[src/rtl/aes_round_ctrl.sv]
// Round controller for a round-based AES-128 datapath: one LOAD cycle, NR ROUND
// cycles, then a one-cycle DONE pulse. Every output comes straight from a register.
module aes_round_ctrl #(
    parameter int NR = 10
) (
    input  logic       CK,
    input  logic       RN,
    input  logic       start,
    input  logic       abort,
    output logic       busy,
    output logic       en,
    output logic       load,
    output logic       key_load,
    output logic [3:0] round,
    output logic [7:0] rcon,
    output logic       last_round,
    output logic       done
);

    localparam logic [1:0] IDLE  = 2'd0;
    localparam logic [1:0] LOAD  = 2'd1;
    localparam logic [1:0] ROUND = 2'd2;
    localparam logic [1:0] DONE  = 2'd3;

    localparam logic [3:0] NR_L      = 4'(NR);
    localparam logic [7:0] RCON_INIT = 8'h01;

    // GF(2^8) doubling used to step the round constant.
    function automatic logic [7:0] xtime(input logic [7:0] v);
        return {v[6:0], 1'b0} ^ (v[7] ? 8'h1B : 8'h00);
    endfunction

    logic [1:0] state_r, state_s;
    logic [3:0] round_r, round_s;
    logic [7:0] rcon_r, rcon_s;
    logic       busy_r, en_r, load_r, key_load_r, last_round_r, done_r;
    logic       busy_s, load_s, last_round_s, done_s;

    // Next state, round index and round constant; abort wins over start everywhere.
    always_comb begin
        state_s = state_r;
        round_s = round_r;
        rcon_s  = rcon_r;
        case (state_r)
            IDLE, DONE: begin
                round_s = 4'd0;
                rcon_s  = RCON_INIT;
                if (start && !abort) begin
                    state_s = LOAD;
                end else begin
                    state_s = IDLE;
                end
            end
            LOAD: begin
                rcon_s = RCON_INIT;
                if (abort) begin
                    state_s = IDLE;
                    round_s = 4'd0;
                end else begin
                    state_s = ROUND;
                    round_s = 4'd1;
                end
            end
            ROUND: begin
                if (abort || (round_r == NR_L)) begin
                    state_s = abort ? IDLE : DONE;
                    round_s = 4'd0;
                    rcon_s  = RCON_INIT;
                end else begin
                    state_s = ROUND;
                    round_s = round_r + 4'd1;
                    rcon_s  = xtime(rcon_r);
                end
            end
            default: begin
                state_s = IDLE;
                round_s = 4'd0;
                rcon_s  = RCON_INIT;
            end
        endcase
    end

    // Output values decoded from the upcoming state so they land in registers.
    always_comb begin
        busy_s       = (state_s == LOAD) || (state_s == ROUND);
        load_s       = (state_s == LOAD);
        last_round_s = (state_s == ROUND) && (round_s == NR_L);
        done_s       = (state_s == DONE);
    end

    // State and output registers.
    always_ff @(posedge CK or negedge RN) begin
        if (!RN) begin
            state_r      <= IDLE;
            round_r      <= 4'd0;
            rcon_r       <= RCON_INIT;
            busy_r       <= 1'b0;
            en_r         <= 1'b0;
            load_r       <= 1'b0;
            key_load_r   <= 1'b0;
            last_round_r <= 1'b0;
            done_r       <= 1'b0;
        end else begin
            state_r      <= state_s;
            round_r      <= round_s;
            rcon_r       <= rcon_s;
            busy_r       <= busy_s;
            en_r         <= busy_s;
            load_r       <= load_s;
            key_load_r   <= load_s;
            last_round_r <= last_round_s;
            done_r       <= done_s;
        end
    end

    assign busy       = busy_r;
    assign en         = en_r;
    assign load       = load_r;
    assign key_load   = key_load_r;
    assign round      = round_r;
    assign rcon       = rcon_r;
    assign last_round = last_round_r;
    assign done       = done_r;

endmodule

[config.mk]
export PLATFORM = sky130hd
export DESIGN_NAME = aes_round_ctrl
export DESIGN_NICKNAME = d
export VERILOG_FILES = /design/src/rtl/aes_round_ctrl.sv
export SDC_FILE = /design/constraint.sdc
export NUM_CORES = 1
export LEC_CHECK = 0
export CAP_MARGIN = 20
export CORE_MARGIN = 2
export CORE_UTILIZATION = 30
export CTS_CLUSTER_DIAMETER = 30
export DETAILED_ROUTE_END_ITERATION = 6
export PLACE_DENSITY = 0.54
export SETUP_SLACK_MARGIN = 0.02
export SLEW_MARGIN = 20
export SYNTH_ARGS = -nofsm -noshare
export SYNTH_HDL_FRONTEND = slang
export SYNTH_SLANG_ARGS = --single-unit
[constraint.sdc]
create_clock -name CK -period 2.1 [get_ports CK]
set_input_delay 0.42 -clock CK [delete_from_list [all_inputs] [get_ports CK]]
set_output_delay 0.42 -clock CK [all_outputs]
set_load 0.05 [all_outputs]
==> flow_summary_export.csv <==
group,metric,value,unit
worst_setup_path,worst-path-buf-inv,1,
finish,final_nets,105,
yosys,avgSynthCellArea,11.7,sq um
clocking,insertion_delay,0.30,ns
yosys,synth-simple-area-share,0.174,
clocking,cts_max_level,1,
worst_setup_path,r2r_setup_slack,0.34,ns
sta,fin_ws,0.0854,ns
grt,grtUsageMet2,0.155,
yosys,synth_top_family_by_area,"simple AND/OR/NAND/NOR gates",
detailed_routing,dr.first_iter.drc_count,4,
clocking,hold_buffers,0,
floorplanning,rows,18,
yosys,synth-seq-cells,18,
worst_setup_path,path_delay_family,"buffers and inverters",
finish,fillCellCount,259,
worst_setup_path,reg2reg_depth,5,
grt,use_met3,0.0515,
job,drv_cap,0,
finish,final_common_cell,"clkdlybuf4s50_1",
placed_design,placed_cell_area,1040,sq um
clocking,clk_pin_slew,0.11,ns
yosys,yosys_warnings,0,
sta,fin_crit,2.01,ns
worst_setup_path,cp.arrival,1.59,ns
detailed_routing,drc,0,
sta,setup_viol,0,
finish,stdcell_area,1080,sq um
sta,setup_tns,0,ns
detailed_routing,wirelength,1430,um
run_status,status,"finished clean",
worst_setup_path,crit_start,"round[0]",
yosys,muxShareOfSynthArea,0,
floorplanning,die_y,55.5,um
sta,max_freq,0.496,GHz
sta,fin_skew,0.00839,ns
floorplanning,initial_core_util,0.319,
finish,antennaDiodeCount,0,
clocking,numCtsBuffers,3,
sta,rsz0062_at_grt,"false",
yosys,synth-seq-area-share,0.567,
finish,final_cell_mix,"clkdlybuf4s50_1, dfrtp_1, nor2_1",
grt,grt.total_usage,0.110,
yosys,netlist.area_leader.share,0.534,
grt,grt_max_degree,19,
yosys,synthCells,68,
worst_setup_path,crit_fanout,5,
placed_design,dp_worst_setup_slack,0.242,ns
detailed_routing,num_vias,561,
worst_setup_path,start_kind,"flip-flop",
worst_setup_path,cp_cell_sequence,"clkdlybuf4s50_1",
clocking,cts_tree,"yes",
pwr,power_density,586,nW/um^2
floorplanning,boundaryPins,22,
detailed_routing,via_per_inst,4.56,
worst_setup_path,cp_slowest_cell,"clkdlybuf4s50_1",
yosys,synthXorXnorAreaFrac,0.0549,
grt,antenna_found_initial,0,
finish,fin_util,0.433,
yosys,syn_area,797,sq um
floorplanning,die_w,55.5,um
yosys,synth_nets,79,
grt,grt_pass1_vias,547,
clocking,cts_sinks,18,
pwr,ir_drop,0.362,mV
yosys,synth_compound_area_frac,0.0330,
placed_design,port_buffers,21,
grt,grt.overflow.total,0,
min_path,hp-class,"in2async",
worst_setup_path,critical_path_class,"reg2out",
worst_setup_path,critPathMaxStageDelay,0.84,ns
worst_setup_path,r2r_end,"last_round",
clocking,root_buffer,"clkbuf_4",
floorplanning,dieArea,3090,sq um
finish,area_delta_synth_final,35.8,%
worst_setup_path,worst_ep_required_time,1.68,ns
finish,drive_gt1_frac,0.108,
yosys,synth_fa_ha_area_frac,0.110,
detailed_routing,wl_per_cell,11.6,um
clocking,clockBufferDepth,2,
floorplanning,fp.coreArea,2500,sq um
sta,fin_hold_ws,0.429,ns
grt,grt_pass1_wl,2560,um
worst_setup_path,rr_startpoint,"round[0]",
detailed_routing,dr.pass1.iters,2,
placed_design,gp_congestion,0.827,
sta,min_period_over_period,0.959,
detailed_routing,antenna_left,0,
yosys,yosysUniqueCellTypes,23,
pwr,leakage,0.490,nW
placed_design,dpl.hpwl,1040,um
worst_setup_path,endpoint_kind,"primary output",
yosys,netlist_top_cells_area,"dfrtp_1, ha_1, nor2_1",
sta,hold_viol_final,0,
sta,slew_headroom,0.664,
grt,top_usage_layer,"met2",
sta,finalMaxSlewViolations,0,
sta,tightestPinTransition,0.503,ns
grt,use_met1,0.141,
clocking,cts_setup_buffers,0,
yosys,synth_area_leader_cell,"dfrtp_1",
## layer usage
metal	routed length, um	share of wire	vias to the layer above
met5	0	0	-
met4	34	0.024	0
met3	113	0.079	5
met2	586	0.41	22
met1	694	0.49	268
li1	-	-	266
## repair_timing
action	CTS	global route
setup endpoints to repair	1	1
pin swaps	0	0
resized for setup	1	1
## registers in the layout, indices dropped and copies added (netlist names)
name and cells:
done 1, round 4, en 1, rcon 8, last_round 1, state_r 2
key_load 1
## area by class of cell
| cell class | instances | area (sq um) | area share |
|---|---|---|---|
| inverters | 9 | 33.8 | 0.0312 |
| clock buffers | 4 | 36.3 | 0.0335 |
| multi-input cells | 39 | 297 | 0.274 |
| well taps | 30 | 37.5 | 0.0347 |
| repair buffers | 23 | 226 | 0.209 |
| flip-flops and latches | 18 | 452 | 0.417 |
## through the flow
step	std cells	power [W]
2_1_floorplan	68	0.000399
3_3_place_gp	119	0.000426
3_5_place_dp	119	0.000426
4_1_cts	123	0.000646
5_1_grt	123	0.000664
6_report	123	0.000634
## power by group
group | internal, W | switching [W] | total [W]
clock network | 0.000106 | 0.000110 | 0.000216
registers | 0.000351 | 0.00000287 | 0.000354
logic | 0.0000225 | 0.0000412 | 0.0000637
total | 0.000480 | 0.000154 | 0.000634
## logic make-up (layout without fill, tap and decap cells)
| kind of cell | after synthesis | count (layout) |
|---|---|---|
| fa+ha+maj | 7 | 7 |
| flops | 18 | 18 |
| compound gates | 4 | 4 |
| buf+inv | 11 | 36 |
| xor+xnor | 5 | 5 |
| simple gates | 23 | 23 |
## worst max path at each step
stage / end / slack, ns / cells past startpoint
after global placement: last_round / 0.26 / 3
final: round[0] / 0.09 / 1
after CTS: rcon[7] / 0.05 / 1
after floorplan: last_round / 0.15 / 5
after global routing: round[0] / 0.03 / 1
after detailed placement: last_round / 0.24 / 3
## synthesized netlist by cell type
| master | number |
|---|---|
| dfrtp_1 | 17 |
| nor2_1 | 10 |
| inv_1 | 9 |
| ha_1 | 7 |
| xnor2_1 | 4 |
| nand3b_1 | 3 |
| buf_4 | 2 |
| a21o_1 | 1 |
| a21oi_1 | 1 |
| a22o_1 | 1 |
| and2_1 | 1 |
| and3b_1 | 1 |
| dfstp_2 | 1 |
| nand2_1 | 1 |
| nand3_1 | 1 |
| nand4_1 | 1 |
| nor3b_1 | 1 |
| nor4_2 | 1 |
| nor4b_1 | 1 |
| o21ai_0 | 1 |
| or2_2 | 1 |
| or4b_4 | 1 |
| xor2_1 | 1 |
Power figures use the tool's default switching activity.
